==> src/rtl/bp_fe_mock_be_pkg.sv <==
// Shared FE/BE interface types for the mock backend: command and queue
// packet layouts, their opcode/message enums, and the processor config widths.
package bp_fe_mock_be_pkg;

    // Processor config slice used by the FE/BE interface
    localparam int vaddr_width_gp               = 39;
    localparam int branch_metadata_fwd_width_gp = 8;

    localparam logic [vaddr_width_gp-1:0] dram_base_addr_gp = 39'h00_8000_0000;

    typedef enum logic [2:0] {
        e_op_state_reset          = 3'd0,
        e_op_pc_redirection       = 3'd1,
        e_op_icache_fill_response = 3'd2,
        e_op_icache_fence         = 3'd3
    } bp_fe_command_queue_opcode_e;

    typedef enum logic [1:0] {
        e_subop_follow            = 2'd0,
        e_subop_branch_mispredict = 2'd1,
        e_subop_trap              = 2'd2,
        e_subop_context_switch    = 2'd3
    } bp_fe_command_queue_subopcode_e;

    typedef enum logic {
        e_fe_fetch     = 1'b0,
        e_fe_exception = 1'b1
    } bp_fe_queue_type_e;

    typedef struct packed {
        bp_fe_command_queue_opcode_e           opcode;
        bp_fe_command_queue_subopcode_e        subopcode;
        logic [vaddr_width_gp-1:0]             vaddr;
        logic [branch_metadata_fwd_width_gp-1:0] branch_metadata_fwd;
    } bp_fe_cmd_s;

    typedef struct packed {
        bp_fe_queue_type_e         msg_type;
        logic [vaddr_width_gp-1:0] pc;
        logic [31:0]               instr;
    } bp_fe_queue_s;

    // 32-bit increment that sticks at all-ones instead of wrapping
    function automatic logic [31:0] sat_inc32(input logic [31:0] x);
        return (x == '1) ? x : x + 32'd1;
    endfunction

endpackage

==> src/rtl/bp_fe_mock_be_lfsr.sv <==
// 8-bit Fibonacci LFSR (x^8+x^6+x^5+x^4+1) stepping every cycle; bit0 is
// used as a pseudo-random stall request for queue backpressure.
module bp_fe_mock_be_lfsr
    #(parameter logic [7:0] seed_p = 8'h5A)
    (
        input  logic clk_i,
        input  logic reset_i,
        output logic stall_o
    );

    logic [7:0] lfsr_q, lfsr_d;

    // Next LFSR value: shift left, feed back the tap XOR
    always_comb begin
        lfsr_d = {lfsr_q[6:0], lfsr_q[7] ^ lfsr_q[5] ^ lfsr_q[4] ^ lfsr_q[3]};
    end

    // LFSR state register, reseeded on reset
    always_ff @(posedge clk_i) begin
        if (reset_i) lfsr_q <= seed_p;
        else         lfsr_q <= lfsr_d;
    end

    assign stall_o = lfsr_q[0];

endmodule

==> src/rtl/bp_fe_mock_be.sv <==
// Mock backend for FE-only benches: boots the FE with a state reset, checks
// that accepted fetch PCs advance by 4, periodically redirects the FE and
// squashes stale packets, and exposes sticky done/error flags.
module bp_fe_mock_be
    import bp_fe_mock_be_pkg::*;
    #(
        parameter logic [vaddr_width_gp-1:0] boot_pc_p = dram_base_addr_gp,
        parameter int redirect_interval_p = 0,
        parameter int redirect_offset_p   = 'h40,
        parameter int max_instr_p         = 1024,
        parameter bit stall_en_p          = 1'b0
    )
    (
        input  logic         clk_i,
        input  logic         reset_i,

        output bp_fe_cmd_s   fe_cmd_o,
        output logic         fe_cmd_v_o,
        input  logic         fe_cmd_yumi_i,

        input  bp_fe_queue_s fe_queue_i,
        input  logic         fe_queue_v_i,
        output logic         fe_queue_ready_o,

        output logic [31:0]  instr_count_o,
        output logic         done_o,
        output logic         error_o
    );

    typedef enum logic [2:0] {
        e_reset,
        e_send_reset,
        e_run,
        e_send_redirect,
        e_squash,
        e_done
    } state_e;

    localparam int since_w_lp = (redirect_interval_p > 0) ? $clog2(redirect_interval_p + 1) : 1;
    localparam logic [since_w_lp-1:0]     interval_lp = since_w_lp'(redirect_interval_p);
    localparam logic [vaddr_width_gp-1:0] offset_lp   = vaddr_width_gp'(redirect_offset_p);
    localparam logic [31:0]               max_lp      = 32'(max_instr_p);

    state_e                    state_q, state_d;
    logic [vaddr_width_gp-1:0] exp_pc_q, exp_pc_d;
    logic [vaddr_width_gp-1:0] target_q, target_d;
    logic [31:0]               count_q, count_d;
    logic [since_w_lp-1:0]     since_q, since_d;
    logic                      done_q, done_d;
    logic                      error_q, error_d;
    logic                      cmd_v_q, cmd_v_d;
    bp_fe_cmd_s                cmd_q, cmd_d;

    logic stall;
    logic xfer;
    logic pc_hit;

    // Instruction payload is not checked by the mock
    logic unused_instr;
    assign unused_instr = ^fe_queue_i.instr;

    if (stall_en_p) begin : g_stall
        bp_fe_mock_be_lfsr #(.seed_p(8'h5A)) u_lfsr (
            .clk_i   (clk_i),
            .reset_i (reset_i),
            .stall_o (stall)
        );
    end else begin : g_no_stall
        assign stall = 1'b0;
    end

    // Ready is a pure function of flops, so it never sees the FE's valid
    assign fe_queue_ready_o = ((state_q == e_run) || (state_q == e_squash)) && !stall;

    // Next-state, check/counter updates, and the next command to present
    always_comb begin
        state_d  = state_q;
        exp_pc_d = exp_pc_q;
        target_d = target_q;
        count_d  = count_q;
        since_d  = since_q;
        done_d   = done_q;
        error_d  = error_q;
        cmd_v_d  = 1'b0;
        cmd_d    = '0;

        xfer   = fe_queue_v_i && fe_queue_ready_o;
        pc_hit = (fe_queue_i.pc == exp_pc_q);

        case (state_q)
            e_reset: state_d = e_send_reset;

            e_send_reset: if (fe_cmd_yumi_i) begin
                exp_pc_d = boot_pc_p;
                state_d  = e_run;
            end

            // While squashing, only a packet at the redirect target is looked at;
            // once one is, checking proceeds exactly as in run.
            e_run, e_squash: if (xfer && ((state_q == e_run) || pc_hit)) begin
                state_d = e_run;
                if ((fe_queue_i.msg_type == e_fe_exception) || !pc_hit) begin
                    error_d = 1'b1;
                    state_d = e_done;
                end else begin
                    count_d  = sat_inc32(count_q);
                    exp_pc_d = exp_pc_q + vaddr_width_gp'(4);
                    since_d  = since_q + since_w_lp'(1);
                    if (count_d == max_lp) begin
                        done_d  = 1'b1;
                        state_d = e_done;
                    end else if ((redirect_interval_p != 0) && (since_d == interval_lp)) begin
                        since_d  = '0;
                        target_d = exp_pc_d + offset_lp;
                        state_d  = e_send_redirect;
                    end
                end
            end

            e_send_redirect: if (fe_cmd_yumi_i) begin
                exp_pc_d = target_q;
                state_d  = e_squash;
            end

            e_done: state_d = e_done;

            default: state_d = e_reset;
        endcase

        // Command flops load from the next state so they hold steady until yumi
        if (state_d == e_send_reset) begin
            cmd_v_d      = 1'b1;
            cmd_d.opcode = e_op_state_reset;
            cmd_d.vaddr  = boot_pc_p;
        end else if (state_d == e_send_redirect) begin
            cmd_v_d         = 1'b1;
            cmd_d.opcode    = e_op_pc_redirection;
            cmd_d.subopcode = e_subop_branch_mispredict;
            cmd_d.vaddr     = target_d;
        end
    end

    // State, counters and registered outputs
    always_ff @(posedge clk_i) begin
        if (reset_i) begin
            state_q  <= e_reset;
            exp_pc_q <= '0;
            target_q <= '0;
            count_q  <= '0;
            since_q  <= '0;
            done_q   <= 1'b0;
            error_q  <= 1'b0;
            cmd_v_q  <= 1'b0;
            cmd_q    <= '0;
        end else begin
            state_q  <= state_d;
            exp_pc_q <= exp_pc_d;
            target_q <= target_d;
            count_q  <= count_d;
            since_q  <= since_d;
            done_q   <= done_d;
            error_q  <= error_d;
            cmd_v_q  <= cmd_v_d;
            cmd_q    <= cmd_d;
        end
    end

    assign fe_cmd_v_o    = cmd_v_q;
    assign fe_cmd_o      = cmd_q;
    assign instr_count_o = count_q;
    assign done_o        = done_q;
    assign error_o       = error_q;

endmodule

==> config.mk <==
export PLATFORM = sky130hd
export DESIGN_NAME = bp_fe_mock_be
export DESIGN_NICKNAME = d
export VERILOG_FILES = /design/src/rtl/bp_fe_mock_be_pkg.sv /design/src/rtl/bp_fe_mock_be_lfsr.sv /design/src/rtl/bp_fe_mock_be.sv
export SDC_FILE = /design/constraint.sdc
export NUM_CORES = 1
export LEC_CHECK = 0
export CORE_MARGIN = 4
export CORE_UTILIZATION = 35
export CTS_CLUSTER_DIAMETER = 150
export CTS_CLUSTER_SIZE = 16
export DETAILED_ROUTE_END_ITERATION = 10
export GPL_TIMING_DRIVEN = 0
export SYNTH_ARGS = -nofsm -noshare
export SYNTH_HDL_FRONTEND = slang
export SYNTH_SLANG_ARGS = --single-unit
==> constraint.sdc <==
create_clock -name clk_i -period 3.16 [get_ports clk_i]
set_input_delay 0.632 -clock clk_i [delete_from_list [all_inputs] [get_ports clk_i]]
set_output_delay 0.632 -clock clk_i [all_outputs]
set_load 0.05 [all_outputs]
==> results by stage <==
Clock tree:
- The number of sinks handled by clock tree synthesis is 77.
- In this run the deepest clock path goes through 2 buffers.
- The later-pin clock latency in the skew report is roughly 0.35 ns.
- Clock-pin slew was measured on the worst setup and hold paths at around 0.06 ns.
- The root buffer cell chosen for the clock tree is sky130_fd_sc_hd__clkbuf_16.
- The number of clock buffers inserted by TritonCTS is 9.
- The H-tree depth reported by CTS is 3.
- The clock tree from TritonCTS is built.
- The number of buffers inserted for hold repair after clock tree synthesis is 0.

Logic synthesis:
- Of the post-synthesis cell area, the dominant cell type holds 0.2936.
- For this run, the register share of the synthesized area comes to 0.2936.
- The most common cell in the synthesized netlist is sky130_fd_sc_hd__nor2_1.
- The library cell occupying the most area in the post-synthesis netlist is sky130_fd_sc_hd__dfxtp_1.
- The synthesized design contains 77 register bits.
- The average instance in the mapped netlist occupies between 8 and 9 um^2.
- Synthesis instantiated 74 different standard cells from the library.
- Yosys mapped a number of flops with a built-in enable equal to 0.
- In the synthesized netlist the dominant register cell turns out to be sky130_fd_sc_hd__dfxtp_1.
- The gate count after technology mapping is approximately 650.
- After synthesis, the cell types taking the most area are sky130_fd_sc_hd__dfxtp_1 29%, sky130_fd_sc_hd__xor2_1 13%, sky130_fd_sc_hd__buf_4 7.3%.
- The area of the mapped netlist is roughly 0.0053 mm^2.
- By count the netlist is led by 90 x sky130_fd_sc_hd__nor2_1, 80 x sky130_fd_sc_hd__xor2_1, 77 x sky130_fd_sc_hd__dfxtp_1.
- Yosys printed 0 warnings.
- For this run, asynchronously set or reset flops after synthesis account for 0.

Setup path:
- The peak per-stage delay on the critical path is about 0.64 ns.
- The cell type with the highest occurrence count on the critical path is sky130_fd_sc_hd__xor2_1.
- The data required time at the worst endpoint is about 3.4 ns.
- The kind of end point of the critical path is a register.
- The register-to-register path setup slack is roughly 0.19 ns.
- The startpoint of the worst-slack reg-to-reg timing path is instr_count_o[0].
- The largest driver fanout on the critical path is 10.
- STA classifies the critical path startpoint as an input pin.
- The arrival time reported for the critical path endpoint is 3.25 ns.
- The number of cells on the worst reg-to-reg path is 9.
- The end of the worst register-to-register path is state_q[2].
- The setup path with the least slack is of type in2reg.
- The signal on the critical path passes through clkdlybuf4s50_1 -> xor2_1 -> nor4_2 -> nand2_1 -> or4_4 -> nor3_4 -> buf_6 -> nand3_1 -> xor2_1 -> nor2_1.
- On the critical path, the stage with the largest delay is an instance of sky130_fd_sc_hd__or4_4.
- The critical path starts at fe_queue_i[60].

Place:
- Detailed placement ended at an HPWL of 11540 um.
- The number of placed instances, taps included, is around 970.
- Port buffering added between 80 and 90 buffers.
- The final weighted congestion in routability-driven placement is 0.9139.
- The placed instances occupy a cell area of about 0.0065 mm^2.

Detailed routing:
- The vias after detailed routing is between 5000 and 6000.
- The detail-routed net length per standard cell is between 15 and 20 um.
- The first-pass iteration count of the detailed router is 5.
- The first routing iteration left between 300 and 400 violations.
- For this run, design rule violations remaining after detail routing come to 0.
- The count of nets left with antenna violations once routing finished came out at 0.
- The wire length after detailed routing is between 15000 and 20000 um.
- In the routed layout, each cell is associated on average with a via count of between 5 and 6.

Final layout:
- The repair_antennas step left the layout with diodes totalling 0.
- The fraction of final layout cells sized beyond drive strength 1 is 0.1582.
- At the end of the flow, the number of nets in the layout was 876.
- The finished layout cell area is between 0.006 and 0.007 mm^2.
- After the flow finishes, the layout carries non-filler instances totaling 987.
- The area added between synthesis and finish is 30.96%.
- Counting the fill cells in the layout gives roughly 1500.

Timing:
- The smallest clock period supported by the final layout is computed as 3.032 ns.
- The final hold violation count is 0.
- The number of pins with negative max-slew slack in the final report came to 0.
- Setup repair after global routing could not meet its margin everywhere.
- In the finished design, the share of the clock period the worst path needs comes to 0.9595.
- The measured slew at the worst slew-check pin is roughly 0.62 ns.
- For this run, the top clock speed supported by timing is ~330 MHz.
- The clock skew is ~0.012 ns.
- The headroom to the max-slew limit is 0.5836.
- Setup violations remaining at the end of the flow were counted as 0.

Floorplan:
- The die area is about 0.017 mm^2.
- Row generation in the floorplan step produced between 40 and 50 rows.
- The initial core utilization is 0.3599.
- The standard cell core area is between 0.01 and 0.015 mm^2.
- In this run the horizontal extent of the chip is 130.5 um.
- From bottom edge to top edge, the die measures between 100 and 150 um.
- For this design the top-level I/O count stands at 164.

Min path:
- The launch instance of the worst min-delay path is done_o.
- The path with the worst hold slack has its endpoint at done_o.
- The type of the tightest min-delay check is reg2reg.
- Counting instances, the worst hold path has a depth of 1.

Global routing:
- The initial antenna violation count is 0.
- The global-route track usage on met3 is 0.04756.
- The met2 track demand over resource is 0.2987.
- For met1 alone, demand over resource in global routing was 0.2249.
- Entering global routing, the biggest net connects 16 pins.
- The first global-routing pass estimated around 24000 um of wire.
- The global-route layer with the greatest usage is met2.
- After global routing the overflow that remains totals 0.
- The number of global-route vias before repair came to approximately 4800.
- The aggregate global-route resource usage is 0.1783.

Pwr:
- Of the total power, registers draw 0.417.
- The switching power share of the total is 0.3006.
- The switching power is just over 0.7 mW.
- The share of total power dissipated in combinational logic is 0.159.
- The internal power is between 1.5 and 2 mW.
- IR analysis of the VDD net gives a maximum drop of around 0.26 mV.
- The analysis attributes to cell leakage a power of approximately 2.7 nW.
- The relative contribution of the clock network to total power is 0.424.
- The cell area power density is around 340 mW/mm^2.
- The total power of the final layout is approximately 2.4 mW.

Run status:
- The flow ran to the end, and the final reports show no timing, DRC or antenna violations.

Run:
- The count of maximum capacitance violations is 0.
## final cells by class
cell class                      count  area (um^2)  area share
Sequential cell                    77         1541      0.2242
Timing Repair Buffer               87        858.3      0.1248
Inverter                            7        26.28    0.003822
Clock buffer                        9        225.2     0.03276
Clock inverter                      7        57.56    0.008371
Tap cell                          184        230.2     0.03349
Multi-Input combinational cell    529         3378      0.4914
Buffer                             87        558.0     0.08116
## how the worst max path moves through the flow
| stage | end | slack (ns) | cells after the start |
|---|---|---|---|
| floorplan | state_q[0] | 0.36 | 9 |
| global placement | exp_pc_q[23] | -0.54 | 10 |
| detailed placement | exp_pc_q[23] | -0.55 | 10 |
| CTS | instr_count_o[4] | 0.01 | 10 |
| global route | instr_count_o[7] | -0.07 | 10 |
| finish | instr_count_o[16] | 0.13 | 10 |
## timing repair
action,CTS,global route
setup endpoints to repair,16,52
cloned,0,0
gates resized for setup,2,14
pin swaps,0,5
buffers inserted,0,5
## per-stage QoR
step	hold WS (ns)	TNS (ns)	utilization	worst slack, ns
after floorplan	0.4727	0	-	0.3606
after global placement	0.4829	-21.40	0.4443	-0.5350
after detailed placement	0.4840	-21.22	0.4443	-0.5470
after CTS	0.5003	0	0.4645	0.01484
after global routing	0.5203	-0.4629	0.4713	-0.07462
final	0.4935	0	0.4713	0.1279
## logic make-up (layout without fill, tap and decap cells)
kind of cell             count (synthesis)  in the layout  share of synthesized area
multiplexers                             6              6                    0.01215
adder cells (fa/ha/maj)                  2              2                   0.004766
XOR/XNOR                               104            104                     0.1735
buffers and inverters                   95            197                     0.1099
flip-flops                              77             77                     0.2936
AND/OR/NAND/NOR                        306            306                     0.3191
AO/OA/AOI/OAI                           62             62                    0.08628
other                                    1             49                  0.0007143
## flip-flops by register name, summed over array words and instances (netlist names)
signal         count
done_o             1
error_o            1
exp_pc_q          37
fe_cmd_o           2
fe_cmd_v_o         1
instr_count_o     32
state_q            3
## critical path: cells and delay by family
| kind | cells | cell delay (ns) |
|---|---|---|
| XOR/XNOR | 2 | 0.32 |
| buffers and inverters | 2 | 0.61 |
| AND/OR/NAND/NOR | 6 | 1.68 |
## per-layer routing
metal  vias up  wire (um)
met5         -          0
met4         0        200
met3        19       1143
met2       194       7472
met1      2358       6490
li1       2487          -
## cell usage in the layout (no fill, tap or decap), types with 9 or more instances in the layout
cell                              Yosys  layout
sky130_fd_sc_hd__nand3_1             40      40
sky130_fd_sc_hd__xor2_1              80      80
sky130_fd_sc_hd__nor2_1              90      89
sky130_fd_sc_hd__xnor2_1             24      24
sky130_fd_sc_hd__nor4_1              20      14
sky130_fd_sc_hd__nand4_1             32      32
sky130_fd_sc_hd__nand2_1             39      39
sky130_fd_sc_hd__buf_2               16      13
sky130_fd_sc_hd__clkbuf_16            0       9
sky130_fd_sc_hd__nor3_1              12      12
sky130_fd_sc_hd__o21ai_0             10      10
sky130_fd_sc_hd__and3_1              18      18
sky130_fd_sc_hd__a21oi_1             16      16
sky130_fd_sc_hd__clkbuf_1            19      18
sky130_fd_sc_hd__conb_1               1      49
sky130_fd_sc_hd__clkdlybuf4s50_1      0      82
sky130_fd_sc_hd__buf_4               51      56
sky130_fd_sc_hd__dfxtp_1             77      77
## power by group through the flow
stage          logic, mW  clock network (mW)  registers (mW)
2_1_floorplan      0.254                   0            1.02
3_3_place_gp       0.366                   0            1.01
3_5_place_dp       0.368                   0            1.01
4_1_cts            0.370                1.04           0.985
5_1_grt            0.399                1.08           0.986
6_report           0.376                1.00           0.985
Note: power is estimated with default switching activity, not from simulation.
